===== config.mk =====
export PLATFORM = sky130hd
export DESIGN_NAME = alu_uop_decoder_flat
export DESIGN_NICKNAME = d
export VERILOG_FILES = /design/src/rtl/alu_uop_decoder_if.sv /design/src/rtl/alu_uop_decoder.sv /design/src/flat_wrapper.sv
export SDC_FILE = /design/constraint.sdc
export NUM_CORES = 1
export LEC_CHECK = 0
export ABC_CLOCK_PERIOD_IN_PS = 6300
export BUFFER_PORTS_ARGS = -buffer_cell sky130_fd_sc_hd__buf_2
export CAP_MARGIN = 20
export CORE_MARGIN = 2
export CORE_UTILIZATION = 57
export CTS_BUF_LIST = sky130_fd_sc_hd__clkbuf_4 sky130_fd_sc_hd__clkbuf_8
export CTS_CLUSTER_DIAMETER = 200
export DETAILED_ROUTE_END_ITERATION = 7
export PLACE_DENSITY = 0.8
export SLEW_MARGIN = 5
export SYNTH_ARGS = -nofsm -noshare
export SYNTH_HDL_FRONTEND = slang
export SYNTH_SLANG_ARGS = --single-unit

===== constraint.sdc =====
create_clock -name clk -period 6.3 [get_ports clk]
set_input_delay 0.315 -clock clk [delete_from_list [all_inputs] [get_ports clk]]
set_output_delay 0.315 -clock clk [all_outputs]
set_load 0.01 [all_outputs]

===== src/rtl/alu_uop_decoder_if.sv =====
// rtl/alu_uop_decoder_if.sv - instruction-in / decoded-uop-out handshake bundle
interface alu_uop_decoder_if #(
   parameter int TAG_WIDTH = 4
);
   logic                 in_valid;
   logic                 in_ready;
   logic [6:0]           in_opcode;
   logic [2:0]           in_funct3;
   logic [6:0]           in_funct7;
   logic [TAG_WIDTH-1:0] in_tag;
   logic                 out_valid;
   logic                 out_ready;
   logic [3:0]           out_ctrl_op;
   logic [3:0]           out_class;
   logic                 out_is_imm;
   logic                 out_illegal;
   logic [TAG_WIDTH-1:0] out_tag;

   modport master (
      output in_valid, in_opcode, in_funct3, in_funct7, in_tag, out_ready,
      input  in_ready, out_valid, out_ctrl_op, out_class, out_is_imm,
             out_illegal, out_tag
   );

   modport slave (
      input  in_valid, in_opcode, in_funct3, in_funct7, in_tag, out_ready,
      output in_ready, out_valid, out_ctrl_op, out_class, out_is_imm,
             out_illegal, out_tag
   );
endinterface


===== src/rtl/alu_uop_decoder.sv =====
// rtl/alu_uop_decoder.sv - RV32I OP/OP-IMM ALU decode into a DEPTH-entry uop FIFO
module alu_uop_decoder #(
   parameter int TAG_WIDTH = 4,
   parameter int DEPTH     = 4,
   parameter int CNT_WIDTH = 8
) (
   input  logic                 clk,
   input  logic                 reset,
   input  logic                 flush,
   alu_uop_decoder_if.slave     bus,
   output logic [CNT_WIDTH-1:0] illegal_count
);
   localparam int PW = $clog2(DEPTH);
   localparam int CW = PW + 1;
   localparam int EW = TAG_WIDTH + 10;
   localparam logic [CW-1:0] FULL = CW'(DEPTH);

   localparam logic [3:0] OP_NONE = 4'd0, OP_ADD = 4'd1, OP_SUB = 4'd2,
                          OP_AND = 4'd3, OP_OR = 4'd4, OP_XOR = 4'd5,
                          OP_SLL = 4'd6, OP_SRL = 4'd7, OP_SRA = 4'd8,
                          OP_SLT = 4'd9, OP_SLTU = 4'd10;

   logic [EW-1:0]        r_mem [DEPTH];
   logic [PW-1:0]        r_wptr, r_rptr;
   logic [CW-1:0]        r_count;
   logic [CNT_WIDTH-1:0] r_illegal_count;

   logic [3:0]    w_op, w_class;
   logic          w_imm, w_ill;
   logic          w_in_ready, w_out_valid, w_push, w_pop;
   logic [EW-1:0] w_entry, w_head;

   always_comb begin
      w_op  = OP_NONE;
      w_imm = 1'b0;
      w_ill = 1'b1;
      case (bus.in_opcode)
         7'b0110011: begin
            if (bus.in_funct7 == 7'b0000000) begin
               w_ill = 1'b0;
               case (bus.in_funct3)
                  3'b000:  w_op = OP_ADD;
                  3'b001:  w_op = OP_SLL;
                  3'b010:  w_op = OP_SLT;
                  3'b011:  w_op = OP_SLTU;
                  3'b100:  w_op = OP_XOR;
                  3'b101:  w_op = OP_SRL;
                  3'b110:  w_op = OP_OR;
                  default: w_op = OP_AND;
               endcase
            end else if (bus.in_funct7 == 7'b0100000) begin
               if (bus.in_funct3 == 3'b000) begin
                  w_op  = OP_SUB;
                  w_ill = 1'b0;
               end else if (bus.in_funct3 == 3'b101) begin
                  w_op  = OP_SRA;
                  w_ill = 1'b0;
               end
            end
         end
         7'b0010011: begin
            w_imm = 1'b1;
            w_ill = 1'b0;
            case (bus.in_funct3)
               3'b000: w_op = OP_ADD;
               3'b010: w_op = OP_SLT;
               3'b011: w_op = OP_SLTU;
               3'b100: w_op = OP_XOR;
               3'b110: w_op = OP_OR;
               3'b111: w_op = OP_AND;
               3'b001: begin
                  if (bus.in_funct7 == 7'b0000000) w_op = OP_SLL;
                  else                             w_ill = 1'b1;
               end
               default: begin
                  if (bus.in_funct7 == 7'b0000000)      w_op = OP_SRL;
                  else if (bus.in_funct7 == 7'b0100000) w_op = OP_SRA;
                  else                                  w_ill = 1'b1;
               end
            endcase
         end
         default: ;
      endcase
      // Illegal entries must carry all-zero decode fields.
      if (w_ill) begin
         w_op  = OP_NONE;
         w_imm = 1'b0;
      end
   end

   always_comb begin
      w_class = 4'b0000;
      case (w_op)
         OP_ADD, OP_SUB:         w_class = 4'b0001;
         OP_AND, OP_OR, OP_XOR:  w_class = 4'b0010;
         OP_SLL, OP_SRL, OP_SRA: w_class = 4'b0100;
         OP_SLT, OP_SLTU:        w_class = 4'b1000;
         default:                w_class = 4'b0000;
      endcase
   end

   assign w_in_ready  = (r_count != FULL);
   assign w_out_valid = (r_count != '0);
   assign w_push      = bus.in_valid && w_in_ready && !flush;
   assign w_pop       = w_out_valid && bus.out_ready && !flush;
   assign w_entry     = {w_ill, w_imm, w_class, w_op, bus.in_tag};

   always_ff @(posedge clk or negedge reset) begin
      if (!reset) begin
         r_wptr          <= '0;
         r_rptr          <= '0;
         r_count         <= '0;
         r_illegal_count <= '0;
      end else begin
         if (w_push && w_ill && (r_illegal_count != '1))
            r_illegal_count <= r_illegal_count + CNT_WIDTH'(1);
         if (flush) begin
            r_wptr  <= '0;
            r_rptr  <= '0;
            r_count <= '0;
         end else begin
            if (w_push) r_wptr <= r_wptr + PW'(1);
            if (w_pop)  r_rptr <= r_rptr + PW'(1);
            if (w_push && !w_pop)      r_count <= r_count + CW'(1);
            else if (!w_push && w_pop) r_count <= r_count - CW'(1);
         end
      end
   end

   always_ff @(posedge clk) begin
      if (w_push) r_mem[r_wptr] <= w_entry;
   end

   // Storage is never reset; an empty FIFO masks the head to zero instead.
   assign w_head = w_out_valid ? r_mem[r_rptr] : '0;

   assign bus.in_ready    = w_in_ready;
   assign bus.out_valid   = w_out_valid;
   assign bus.out_tag     = w_head[TAG_WIDTH-1:0];
   assign bus.out_ctrl_op = w_head[TAG_WIDTH+3:TAG_WIDTH];
   assign bus.out_class   = w_head[TAG_WIDTH+7:TAG_WIDTH+4];
   assign bus.out_is_imm  = w_head[TAG_WIDTH+8];
   assign bus.out_illegal = w_head[TAG_WIDTH+9];
   assign illegal_count   = r_illegal_count;
endmodule

===== src/flat_wrapper.sv =====
// flat-port wrapper written by rule: the top's interface ports become plain ports
module alu_uop_decoder_flat 
#(
   parameter int TAG_WIDTH = 4,
   parameter int DEPTH     = 4,
   parameter int CNT_WIDTH = 8
)
  (clk, reset, flush, illegal_count, bus_in_valid, bus_in_opcode, bus_in_funct3, bus_in_funct7, bus_in_tag, bus_out_ready, bus_in_ready, bus_out_valid, bus_out_ctrl_op, bus_out_class, bus_out_is_imm, bus_out_illegal, bus_out_tag);
  alu_uop_decoder_if #(.TAG_WIDTH(TAG_WIDTH)) bus_i ();
  input  logic clk;
  input  logic reset;
  input  logic flush;
  output logic [CNT_WIDTH-1:0] illegal_count;
  input wire logic [$bits(bus_i.in_valid)-1:0] bus_in_valid;
  input wire logic [$bits(bus_i.in_opcode)-1:0] bus_in_opcode;
  input wire logic [$bits(bus_i.in_funct3)-1:0] bus_in_funct3;
  input wire logic [$bits(bus_i.in_funct7)-1:0] bus_in_funct7;
  input wire logic [$bits(bus_i.in_tag)-1:0] bus_in_tag;
  input wire logic [$bits(bus_i.out_ready)-1:0] bus_out_ready;
  output wire logic [$bits(bus_i.in_ready)-1:0] bus_in_ready;
  output wire logic [$bits(bus_i.out_valid)-1:0] bus_out_valid;
  output wire logic [$bits(bus_i.out_ctrl_op)-1:0] bus_out_ctrl_op;
  output wire logic [$bits(bus_i.out_class)-1:0] bus_out_class;
  output wire logic [$bits(bus_i.out_is_imm)-1:0] bus_out_is_imm;
  output wire logic [$bits(bus_i.out_illegal)-1:0] bus_out_illegal;
  output wire logic [$bits(bus_i.out_tag)-1:0] bus_out_tag;
  assign bus_i.in_valid = bus_in_valid;
  assign bus_i.in_opcode = bus_in_opcode;
  assign bus_i.in_funct3 = bus_in_funct3;
  assign bus_i.in_funct7 = bus_in_funct7;
  assign bus_i.in_tag = bus_in_tag;
  assign bus_i.out_ready = bus_out_ready;
  assign bus_in_ready = bus_i.in_ready;
  assign bus_out_valid = bus_i.out_valid;
  assign bus_out_ctrl_op = bus_i.out_ctrl_op;
  assign bus_out_class = bus_i.out_class;
  assign bus_out_is_imm = bus_i.out_is_imm;
  assign bus_out_illegal = bus_i.out_illegal;
  assign bus_out_tag = bus_i.out_tag;
  alu_uop_decoder #(.TAG_WIDTH(TAG_WIDTH), .DEPTH(DEPTH), .CNT_WIDTH(CNT_WIDTH)) u_core (.clk(clk), .reset(reset), .flush(flush), .bus(bus_i), .illegal_count(illegal_count));
endmodule

# Word-level counts from Yosys, hierarchy flattened

Memory sizes are Yosys's and may differ from the RTL's.
Index checks and enable logic that the tools add are counted.

Register bits after elaboration: 15
Latch bits: 0
Bits in writable memories: 56
Bits in read-only memories: 64
Bits of input ports: 26
Output and inout bits: 24
Word-level logic and storage cells: 73
Memories: 2

Add/subtract/negate cells: 5
Multiply operators: 0
Div/mod/pow operators: 0
Magnitude comparators: 0
Equal/unequal tests: 12
Shifts and indexed selects: 0
Multiplexer cells: 32
Bitwise gates (word level): 0
Reduce and logical (&&, ||, !) cells: 18

Memory list:

| memory           | depth | bits a word | read ports | clocked after Yosys merged registers in | write ports | line                  | text |
|---|---|---|---|---|---|---|---|
| (name not given) | 16    | 4           | 1          | 0                                       | 0           | alu_uop_decoder.sv:93 | `case (w_op)` |
| u_core.r_mem     | 4     | 14          | 1          | 0                                       | 1           | alu_uop_decoder.sv:23 | `logic [EW-1:0] r_mem [DEPTH];` |

Operator list:

| cell                                                | count |
|---|---|
| case mux 4 bit (7 select lines)                     | 2 |
| 2-to-1 mux 4 bit                                    | 7 |
| equality test 7 x 6 -> 1 bit, second input constant | 2 |
| 2-to-1 mux 14 bit                                   | 1 |
| equality test 3 bit, second input constant          | 4 |
| 2-to-1 mux 3 bit                                    | 4 |
| 2-to-1 mux 1 bit                                    | 11 |
| adder 8 x 1 -> 8 bit, second input constant         | 1 |
| logical AND 1 bit                                   | 8 |
| 2-to-1 mux 2 bit                                    | 4 |
| != test 8 bit, second input constant                | 1 |
| case mux 4 bit (2 select lines)                     | 1 |
| equality test 7 x 5 -> 1 bit, second input constant | 1 |
| logical NOT 7 bit                                   | 1 |
| equality test 3 x 2 -> 1 bit, second input constant | 2 |
| nonzero test 3 bit                                  | 2 |
| OR reduction 6 bit                                  | 1 |
| adder 2 x 1 -> 2 bit, second input constant         | 2 |
| case mux 1 bit (2 select lines)                     | 2 |
| nonzero test 2 bit                                  | 2 |
| adder 3 x 1 -> 3 bit, second input constant         | 1 |
| equality test 3 x 1 -> 1 bit, second input constant | 1 |
| logical NOT 1 bit                                   | 3 |
| logical NOT 3 bit                                   | 1 |
| other kinds (2)                                     | 2 |

# Longest topological paths before layout

Word-level depth: 8
Gate-level depth with buffers: 10
Mapped depth without buffers: 9

# Worst setup path after synthesis

Ideal clock, no wire load.

Kind: in2reg
Start: input bus_in_funct7[1]
End: memory u_core.r_mem[0][8] (netlist name) (data pin)
Data arrival time: 2.466 ns
Required time: 6.091 ns
Path slack: 3.625 ns
Cell stages on the path: 7
Path buffers: 0
Cells stage by stage: or4_4 > nor4_1 > a21oi_1 > a211oi_1 > inv_1 > ha_1 > nor3b_1

Cells in the longest elaborated chain, start to end: 7
Elaborated cells between the ends (all ways): 18
Classes of those cells: 1 x eq/ne; 15 x mux; 1 x reduce/logical; 1 x memory

RTL lines:

| what                            | line                                         | text |
|---|---|---|
| start: declaration              | flat_wrapper.sv:17                           | `input wire logic [$bits(bus_i.in_funct7)-1:0] bus_in_funct7;` |
| equality test 7 x 6 -> 1 bit    | alu_uop_decoder.sv:51, alu_uop_decoder.sv:77 |  |
| 2-to-1 mux 1 bit                | alu_uop_decoder.sv:77                        | `else if (bus.in_funct7 == 7'b0100000) w_op = OP_SRA;` |
| 2-to-1 mux 1 bit                | alu_uop_decoder.sv:76                        | `if (bus.in_funct7 == 7'b0000000) w_op = OP_SRL;` |
| case mux 1 bit (2 select lines) | alu_uop_decoder.sv:64                        | `case (bus.in_funct3)` |
| case mux 1 bit (2 select lines) | alu_uop_decoder.sv:37                        | `case (bus.in_opcode)` |
| 2-to-1 mux 4 bit (*)            | alu_uop_decoder.sv:85                        | `if (w_ill) begin` |
| net u_core.w_op[1]              | alu_uop_decoder.sv:28                        | `logic [3:0] w_op, w_class;` |
| memory (16 x 4 bit) (*)         | n/a                                          |  |
| net u_core.w_class[0]           | alu_uop_decoder.sv:28                        |  |
| end: declaration                | alu_uop_decoder.sv:23                        |  |

Mark *: on every way through the listed nets, which the timed path passes. The rest lies on a longest branch.

# Worst setup path in the final report

Start: input bus_in_funct7[1]
End: memory u_core.r_mem[3][8] (netlist name) (data pin)

The elaborated chain is that of the path after synthesis.

==> run metrics <==
CTS tree=yes; skew final=0.01009 ns; Yosys reg bits=71; vias per inst=5.765; chip height=79.79 microns; WL final=5803 microns; clock power share=26.1%; Post-synth EDFFs=56; GRT Residual Overflow=0; Final nets=306; Final GP Congestion=0.8440; Max Root-Sink Buffers=2; Area Overhead vs Synth=15.86%; WP data required=6.39 ns; drt wl/cell=16.63 microns; grt met1 use=24.84%; Hold/Removal Path Class=in -> reg; FILL cells=394; number of max-cap violations=0; CTS H-tree depth=3; via count=2012; CP max stage cell=a211oi_1; Peak VDD IR=0.2486 mV; RSZ-0062 raised after global routing=false; GRT busiest layer=met2; CP arrival=2.98 ns; clk root buf=clkbuf_8; kind of critical path=in -> reg; placed cells=332; hold_ws=0.1938 ns; first-pass GRT wire length=9252 microns; Final Non-Filler Cells=349; main flop type after synthesis=edfxtp_1; M3 GR Usage=4.864%; Logic pwr share=29.0%; pin count of the biggest net entering global routing=18; Max Freq=346.7 MHz; Slew HR=35.09%; post-route ant nets=0; Max FO, Critical Path=6; gr usage total=19.91%; Syn Inst Count=219; Critical Path End Type=flop; Die Area=6366 sq um; Cell Area, Synth=3274 sq um; sequential area share after synthesis=62.82%; Net Sw Frac=31.33%; syn_area_per_cell=14.95 sq um; CTS buffer count=9; DRT Pass-1 Iters=5; row cnt=27; Starting DRT DRC Count=185; I/O pin count=50; initial antenna violation count=0; Detailed Place HPWL=3751 microns; startpoint types=input pin; Net Sw Power=438.5 uW; Hold Path End=u_core.r_mem[2][0]; outcome=complete, no violations; asr flop ratio synth=21.13%; total negative slack=0 ns; Final period util=45.78%; number of global-route vias before repair=2013; met2 Use GR=32.52%; Final setup viols=0; Worst R2R Path Depth=9; PnR worst setup slack=3.416 ns; layout cell share with drive strength beyond 1=30.69%; Hold Vio Cnt, Final=0; CTS sink cnt=71; worst hold stages=1; fin. max-slew vios=0; ant diodes=0; Int Pwr=961.1 uW; sequential share of power=44.9%; post-synthesis cell type count=46; Reg2Reg Setup Slack=3.76 ns; Critical Path, Cell by Cell=buf_2 -> or4_4 -> nor4_1 -> a21oi_1 -> a211oi_1 -> inv_1 -> ha_1 -> nor3b_1; Reg clk slew, reported paths=0.08 ns; Initial Util=59.10%; hold path start=bus_in_tag[0]; core outline area=5540 sq um; post-CTS resize count=0; reg-to-reg startpoint=u_core.r_count[1]; Die X=79.79 microns; number of synthesis warnings=0; Worst Setup SP=bus_in_funct7[1]; port buffer count=49; worst-margin pin slew=0.9736 ns; Synth Net Count=253; r2r endpoint=u_core.r_count[2]; clk_lat worst skew=0.34 ns; Crit path largest cell delay=0.58 ns; Leak=0.001417 uW; pwr/cell area=368.9 nW/um^2; fin crit period=2.884 ns; residual DRC count=0; Setup WS pre-CTS=3.111 ns
## state kept, by name, summed over array words and instances (netlist names)
signal                count
u_core.r_rptr             2
u_core.illegal_count      8
u_core.r_count            3
u_core.r_wptr             2
u_core.r_mem             56
## synthesized netlist by cell type, types with 2 or more instances
cell type	count	area (sq um)
o21a_1	2	15.01
xnor2_1	9	78.83
mux4_2	14	315.3
clkbuf_1	6	22.52
nor4b_1	2	17.52
nand4_1	4	25.02
and3b_1	3	26.28
nor2_1	8	30.03
nand2_1	10	37.54
dfrtp_1	15	375.4
edfxtp_1	56	1682
a211oi_1	2	15.01
nor4_1	2	12.51
xor2_1	3	26.28
o211a_1	2	20.02
and3_1	4	25.02
a21oi_1	5	25.02
and4_1	2	17.52
or4_4	2	22.52
inv_1	8	30.03
o21ai_0	6	30.03
and2_1	20	125.1
nand3_1	5	25.02
ha_1	7	87.58
## worst max path at each step
stage | endpoint | slack [ns] | depth (start not counted)
finish | u_core.r_mem[3][8] | 3.42 | 8
global route | u_core.r_mem[3][8] | 3.11 | 8
CTS | u_core.r_mem[2][8] | 3.43 | 8
detailed placement | u_core.r_mem[1][8] | 3.11 | 8
global placement | u_core.r_mem[0][8] | 3.28 | 8
floorplan | u_core.r_mem[0][8] | 3.62 | 7
## final cells by class
| class | instances | area (sq um) | area share (%) |
|---|---|---|---|
| sequential | 71 | 2057 | 54.22 |
| multi-input combinational | 132 | 1156 | 30.47 |
| timing repair buffer | 50 | 255.2 | 6.728 |
| clock buffer | 10 | 137.6 | 3.628 |
| tap | 72 | 90.09 | 2.375 |
| inverter | 8 | 30.03 | 0.7916 |
| clock inverter | 6 | 67.56 | 1.781 |
## worst max-delay path: cells and delay by family
kind / cells / cell delay [ns]
buf+inv: 2 / 0.19
fa+ha+maj: 1 / 0.31
simple gates: 3 / 1.43
compound gates: 2 / 0.73
## cells by family after synthesis
family	count (synthesis)	share of synthesized area [%]
flip-flops	71	62.82
AND/OR/NAND/NOR	70	12.95
AO/OA/AOI/OAI	27	5.885
buffers and inverters	16	1.872
multiplexers	15	9.973
XOR/XNOR	12	3.210
adder cells (fa/ha/maj)	8	3.286
## placed cells by master (no fill, tap or decap), types with 3 or more instances in the layout
cell,n
buf_2,49
clkbuf_8,10
o21ai_0,6
xnor2_1,9
nor2_1,8
xor2_1,3
dfrtp_1,15
ha_1,7
nand2_1,10
and3_1,4
nand3_1,5
and2_1,20
nand4_1,4
edfxtp_1,56
and3b_1,3
mux4_2,14
a21oi_1,5
inv_1,8
## per-stage QoR
stage | area (sq um) | utilization (%) | power, uW
6_report | 3794 | 68.47 | 1400
5_1_grt | 3794 | 68.47 | 1481
4_1_cts | 3794 | 68.47 | 1415
3_5_place_dp | 3578 | 64.59 | 1050
3_3_place_gp | 3578 | 64.59 | 1041
2_1_floorplan | 3274 | - | 909.0
## power by group through the flow
stage	Sequential (uW)	Combinational (uW)	Clock, uW
3_5_place_dp	639	411	0
5_1_grt	641	448	392
2_1_floorplan	606	303	0
6_report	629	405	366
4_1_cts	630	412	373
3_3_place_gp	637	404	0
## per-layer routing
metal  wire (microns)  vias up
met3              246        7
met2             2850       53
li1                 -      949
met1             2621     1003
met5                0        -
met4               84        0
## timing repair
| action | 4_1_cts | 5_1_grt |
|---|---|---|
| hold endpoints to repair | 15 | 0 |
| hold buffers | 1 | 0 |
| setup buffers | 0 | 0 |
| setup endpoints to repair | 0 | 0 |
No activity file was read; power rests on OpenSTA's default activity.
